**src/rtl/demux_pkg.sv**
```systemverilog
// Shared definitions for the byte-lane demux (receive side of the 4-to-1 lane mux).
package demux_pkg;

  localparam logic [1:0] SLOT0 = 2'd0;
  localparam logic [1:0] SLOT1 = 2'd1;
  localparam logic [1:0] SLOT2 = 2'd2;
  localparam logic [1:0] SLOT3 = 2'd3;

  localparam int IDLE_FRAMES_DEFAULT = 4;

  typedef enum logic {
    ST_IDLE = 1'b0,
    ST_RUN  = 1'b1
  } state_t;

endpackage

```
**src/rtl/demux_slot_ctr.sv**
```systemverilog
// Two-bit slot counter: tracks which lane the current stream byte belongs to.
module demux_slot_ctr
  import demux_pkg::*;
(
  input  logic       clk,
  input  logic       reset,
  input  logic       clear,
  input  logic       align,
  input  logic       advance,
  output logic [1:0] slot,
  output logic       last_slot
);

  // Clear wins over align; align loads 1 because the aligning byte already filled slot 0.
  always_ff @(posedge clk or posedge reset) begin
    if (reset) begin
      slot <= SLOT0;
    end else if (clear) begin
      slot <= SLOT0;
    end else if (align) begin
      slot <= SLOT1;
    end else if (advance) begin
      slot <= slot + 2'd1;
    end
  end

  assign last_slot = (slot == SLOT3);

endmodule

```
**src/rtl/demux1x4_aligner.sv**
```systemverilog
// Rebuilds four parallel byte lanes from a serialized stream, one frame every 4 clks.
module demux1x4_aligner
  import demux_pkg::*;
#(
  parameter int WIDTH       = 8,
  parameter int IDLE_FRAMES = IDLE_FRAMES_DEFAULT
)
(
  input  logic             clk,
  input  logic             reset,
  input  logic [WIDTH-1:0] in,
  input  logic             valid_in,
  output logic [WIDTH-1:0] out0,
  output logic [WIDTH-1:0] out1,
  output logic [WIDTH-1:0] out2,
  output logic [WIDTH-1:0] out3,
  output logic [3:0]       valid_out,
  output logic             frame_strobe,
  output logic             aligned
);

  localparam logic [3:0] IDLE_LIMIT = 4'(IDLE_FRAMES);

  state_t           state;
  logic [1:0]       slot;
  logic             last_slot;
  logic [WIDTH-1:0] stage0;
  logic [WIDTH-1:0] stage1;
  logic [WIDTH-1:0] stage2;
  logic             sv0;
  logic             sv1;
  logic             sv2;
  logic [3:0]       empty_cnt;

  logic [WIDTH-1:0] lane_data;
  logic [3:0]       frame_valid;
  logic             frame_edge;
  logic             frame_empty;
  logic             drop_to_idle;
  logic             align_now;
  logic             run_now;

  // An invalid slot never carries stale data: it is forced to zero.
  assign lane_data    = valid_in ? in : '0;
  assign frame_valid  = {valid_in, sv2, sv1, sv0};
  assign run_now      = (state == ST_RUN);
  assign align_now    = (state == ST_IDLE) && valid_in;
  assign frame_edge   = run_now && last_slot;
  assign frame_empty  = frame_edge && (frame_valid == 4'b0000);
  assign drop_to_idle = frame_empty && ((empty_cnt + 4'd1) == IDLE_LIMIT);

  demux_slot_ctr u_slot_ctr (
    .clk       (clk),
    .reset     (reset),
    .clear     (drop_to_idle),
    .align     (align_now),
    .advance   (run_now),
    .slot      (slot),
    .last_slot (last_slot)
  );

  // FSM, staging registers, frame outputs and empty-frame counter advance together each byte.
  always_ff @(posedge clk or posedge reset) begin
    if (reset) begin
      state        <= ST_IDLE;
      stage0       <= '0;
      stage1       <= '0;
      stage2       <= '0;
      sv0          <= 1'b0;
      sv1          <= 1'b0;
      sv2          <= 1'b0;
      out0         <= '0;
      out1         <= '0;
      out2         <= '0;
      out3         <= '0;
      valid_out    <= 4'b0000;
      frame_strobe <= 1'b0;
      empty_cnt    <= 4'd0;
    end else begin
      frame_strobe <= 1'b0;
      case (state)
        ST_IDLE: begin
          if (valid_in) begin
            stage0 <= in;
            sv0    <= 1'b1;
            state  <= ST_RUN;
          end
        end
        ST_RUN: begin
          case (slot)
            SLOT0: begin
              stage0 <= lane_data;
              sv0    <= valid_in;
            end
            SLOT1: begin
              stage1 <= lane_data;
              sv1    <= valid_in;
            end
            SLOT2: begin
              stage2 <= lane_data;
              sv2    <= valid_in;
            end
            default: begin
              out0         <= stage0;
              out1         <= stage1;
              out2         <= stage2;
              out3         <= lane_data;
              valid_out    <= frame_valid;
              frame_strobe <= 1'b1;
              if (drop_to_idle) begin
                state     <= ST_IDLE;
                empty_cnt <= 4'd0;
              end else if (frame_empty) begin
                empty_cnt <= empty_cnt + 4'd1;
              end else begin
                empty_cnt <= 4'd0;
              end
            end
          endcase
        end
        default: state <= ST_IDLE;
      endcase
    end
  end

  assign aligned = (state == ST_RUN);

endmodule

```
**config.mk**
```make
export PLATFORM = sky130hd
export DESIGN_NAME = demux1x4_aligner
export DESIGN_NICKNAME = d
export VERILOG_FILES = /design/src/rtl/demux_pkg.sv /design/src/rtl/demux_slot_ctr.sv /design/src/rtl/demux1x4_aligner.sv
export SDC_FILE = /design/constraint.sdc
export NUM_CORES = 1
export LEC_CHECK = 0
export CORE_MARGIN = 5
export CORE_UTILIZATION = 45
export DETAILED_ROUTE_END_ITERATION = 6
export PLACE_DENSITY = 0.77
export SYNTH_ARGS = -nofsm -noshare
export SYNTH_HDL_FRONTEND = slang
export SYNTH_SLANG_ARGS = --single-unit
```
**constraint.sdc**
```tcl
create_clock -name clk -period 2.8 [get_ports clk]
set_input_delay 0.56 -clock clk [delete_from_list [all_inputs] [get_ports clk]]
set_output_delay 0.56 -clock clk [all_outputs]
set_load 0.01 [all_outputs]
```
==> results.rst <==
.. list-table::
   :header-rows: 1

   * - Metric
     - Value
   * - Post-route cell area
     - ~3600 um2
   * - Initial Utilization
     - 47.0%
   * - Port Buffers
     - 48
   * - Bufs on Longest Clock Path
     - 2
   * - Final worst setup slack
     - 719 ps
   * - PD cells
     - 1110 nW/um2
   * - Drt via density
     - between 5 and 6
   * - Cell Count Post-Placement
     - between 300 and 400
   * - Worst-case clock skew
     - between 10 and 15 ps
   * - Vias in the first global route
     - about 1900
   * - Total power
     - just under 4 mW
   * - Remaining global-route overflow
     - 0
   * - Area contributors post-synth
     - dfrtp_1, mux2_2, nand2_1
   * - Vert. Die Dim
     - 89.1 um
   * - # nets final
     - approximately 290
   * - DRC viols
     - 0
   * - Layout cells sized above 1
     - between 10% and 20%
   * - Dominant cell type by area after synthesis
     - dfrtp_1
   * - Post-CTS repair timing setup buffer count
     - 0
   * - Combined area of the multi-input logic cells
     - 967 um2
   * - Post-synthesis sequential area ratio
     - a little over three fifths
   * - Category of the worst setup path launch point
     - flop
   * - Standard-cell rows
     - 28
   * - Weighted congestion at the end of routability-driven global placement
     - between 0.8 and 0.9
   * - Worst hold margin
     - around 480 ps
   * - Synth Area per Inst
     - 12.5 um2
   * - CTS tree
     - done
   * - Critical path endpoint category
     - primary output
   * - Commonest non-fill, non-tap cell in the layout
     - dfrtp_1
   * - First-pass GRT wire length
     - between 9000 and 10000 um
   * - Count of state elements after synthesis
     - between 70 and 80
   * - Utilization after layout
     - between 50% and 60%
   * - Die extent in x
     - about 89 um
   * - Crit. path cell count
     - 1
   * - Antenna-violating nets left
     - 0
   * - Number of nets in the synthesized netlist
     - ~240
   * - Worst r2r dst
     - empty_cnt[2]
   * - Final-report setup violation count
     - 0
   * - I/O pin count
     - just under 50
   * - Commonest cells after routing, fill and taps aside
     - dfrtp_1, clkdlybuf4s50_1, nand2_1
   * - Number of hold violations in the final report
     - 0
   * - Largest net degree at the start of global routing
     - roughly 70
   * - Number of max-cap violations
     - 0
   * - Number of cells produced by synthesis
     - roughly 230
   * - Cell class contributing the biggest share of worst-path delay
     - buffers and inverters
   * - End point of the critical path
     - aligned
   * - Core region area
     - about 6000 um2
   * - DRT Wirelength
     - between 5000 and 6000 um
   * - Routed wirelength normalized by instance count
     - ~16 um
   * - Lkg Pwr
     - 1.63 nW
   * - Minimum clock period after layout
     - 2080 ps
   * - Arrival time of data at the critical path endpoint
     - about 1500 ps
   * - Total Die Area
     - a little under 8000 um2
   * - Largest fanout of any net on the critical path
     - 11
   * - Source of the worst register-to-register timing path
     - u_slot_ctr.slot[0]
   * - Relative slew slack
     - 45.3%
   * - Worst hold stages
     - 2
   * - Slew Viols, Final
     - 0
   * - Antenna diode count
     - 0
   * - Layout Cells excl Fill
     - between 300 and 400
   * - Total cell area at the placement stage
     - 3360 um2
   * - Number of search-and-repair iterations in the first detailed-routing pass
     - 4
   * - Peak supply drop
     - roughly 0.00055 V
   * - Number of fill cells
     - 490
   * - Area Growth Syn to Fin
     - 27.0%
   * - Yosys warning count
     - 0
   * - Transition time at the pin with the least slew margin
     - 819 ps
   * - Post-cts hold buffer count
     - 0
   * - Cell type of the slowest stage on the worst timing path
     - clkdlybuf4s50_1
   * - Final worst-path cycle share
     - between 70% and 80%
   * - Number of antenna violations at the first check in global routing
     - 0
   * - Cells along the critical path
     - clkdlybuf4s50_1
   * - Area occupied by registers
     - ~1800 um2
   * - DRC marker count from the first detailed-route iteration
     - between 100 and 150
   * - Clk network pwr share
     - between 20% and 30%
   * - Final HPWL from detailed placement
     - approximately 3700 um
   * - Clock Tree Root
     - clkbuf_8
   * - Slack of the worst reg-to-reg path
     - around 790 ps
   * - Status
     - complete, no violations
   * - CP Buf/Inv Count
     - 1
   * - Count of clock tree sinks
     - 71
   * - Internal power
     - 2.75 mW
   * - Class of the most critical hold timing path
     - flop to flop
   * - Level count of the clock H-tree
     - 3
   * - Share of the synthesized area in the top cell type
     - a little over three fifths
   * - FMAX
     - roughly 480 MHz
   * - Combinational group share of total power
     - roughly a third
   * - Max stage delay on crit path
     - between 600 and 700 ps
   * - Class of the most critical setup path
     - flop to primary output
   * - Unique masters post-synth
     - 29
   * - Setup TNS
     - 0 ps
   * - Detailed-route via count
     - 1828
   * - Number of gates given a new drive strength after cts
     - 0
   * - Part of the power in registers
     - between 40% and 50%
   * - Reg clk slew, reported paths
     - about 80 ps
   * - Crit path required time
     - ~2200 ps
   * - Net Sw Frac
     - 30.7%
   * - Synthesized cell area
     - between 2000 and 3000 um2
   * - Worst setup path startpoint
     - aligned
   * - Cell count of the worst reg-to-reg path
     - 6
   * - Pre-CTS setup slack
     - 433 ps
   * - Clock insertion delay at the later pin of the skew report
     - ~340 ps
   * - Number of buffers created by CTS
     - 9
   * - Net switching power figure
     - about 1.2 mW
   * - Overall track demand over capacity in global routing
     - 15.8%
   * - RSZ-0062 raised after global routing
     - no
-- cells in the mapped netlist --
cell / number
dfrtp_1: 71
nand2_1: 40
mux2_2: 30
o21ai_0: 27
a22o_1: 8
ha_1: 6
nor2_1: 6
clkbuf_1: 5
buf_2: 4
inv_1: 4
nand2b_1: 3
a21oi_1: 2
and2_1: 2
buf_4: 2
a211oi_2: 1
a21boi_0: 1
a21o_1: 1
a221oi_1: 1
a22oi_1: 1
a32o_1: 1
and3b_1: 1
and4_4: 1
nand3_1: 1
nand3b_1: 1
nor3_1: 1
nor4_4: 1
o21ai_1: 1
o32ai_1: 1
xor2_1: 1
-- metal layers --
metal,GRT usage [%],routed length (um),vias up
met5,0,0,-
met4,6.90,120,0
met3,4.15,275,12
met2,22.9,2470,49
met1,22.3,2640,886
li1,-,-,881
-- registers in the layout (all words and copies together), names as in the netlist --
register / flops
out0: 8
out1: 8
out2: 8
out3: 8
stage0: 8
stage1: 8
stage2: 8
empty_cnt: 4
valid_out: 4
u_slot_ctr.slot: 2
aligned: 1
frame_strobe: 1
sv0: 1
sv1: 1
sv2: 1
-- cell families (layout without fill, tap and decap cells) --
logic type | after synthesis | count (layout) | synth area share (%)
AOI/OAI and AO/OA | 45 | 45 | 10.1
xor gates and xnor gates | 1 | 1 | 0.311
adders and majority gates | 6 | 6 | 2.67
buffers and inverters | 15 | 70 | 2.45
DFF | 71 | 71 | 63.2
muxes | 30 | 30 | 12.0
and+or+nand+nor | 57 | 57 | 9.34
-- worst min-delay path by stage --
stage / slack [ps] / end / startpoint
after floorplan: 440 / stage1[0] / stage1[0]
after global placement: 460 / stage2[5] / stage2[5]
after detailed placement: 470 / stage2[3] / stage2[3]
after CTS: 480 / stage2[3] / stage2[3]
after global routing: 510 / stage1[3] / stage1[3]
final: 480 / stage1[3] / stage1[3]
-- final cells by class --
type / instances / share of cell area [%]
clock inverters: 5 / 2.28
well taps: 75 / 2.63
inverters: 4 / 0.420
clock buffers: 11 / 3.68
multi-input cells: 139 / 27.1
repair buffers: 50 / 14.2
flip-flops and latches: 71 / 49.7
-- power by group through the flow --
stage,Sequential (mW),Clock (mW),Combinational [mW]
after global placement,1.77,0,1.31
final,1.76,0.888,1.33
after CTS,1.77,0.902,1.36
after floorplan,1.82,0,0.622
after global routing,1.82,0.940,1.46
after detailed placement,1.78,0,1.35
No activity file was read; power rests on OpenSTA's default activity.
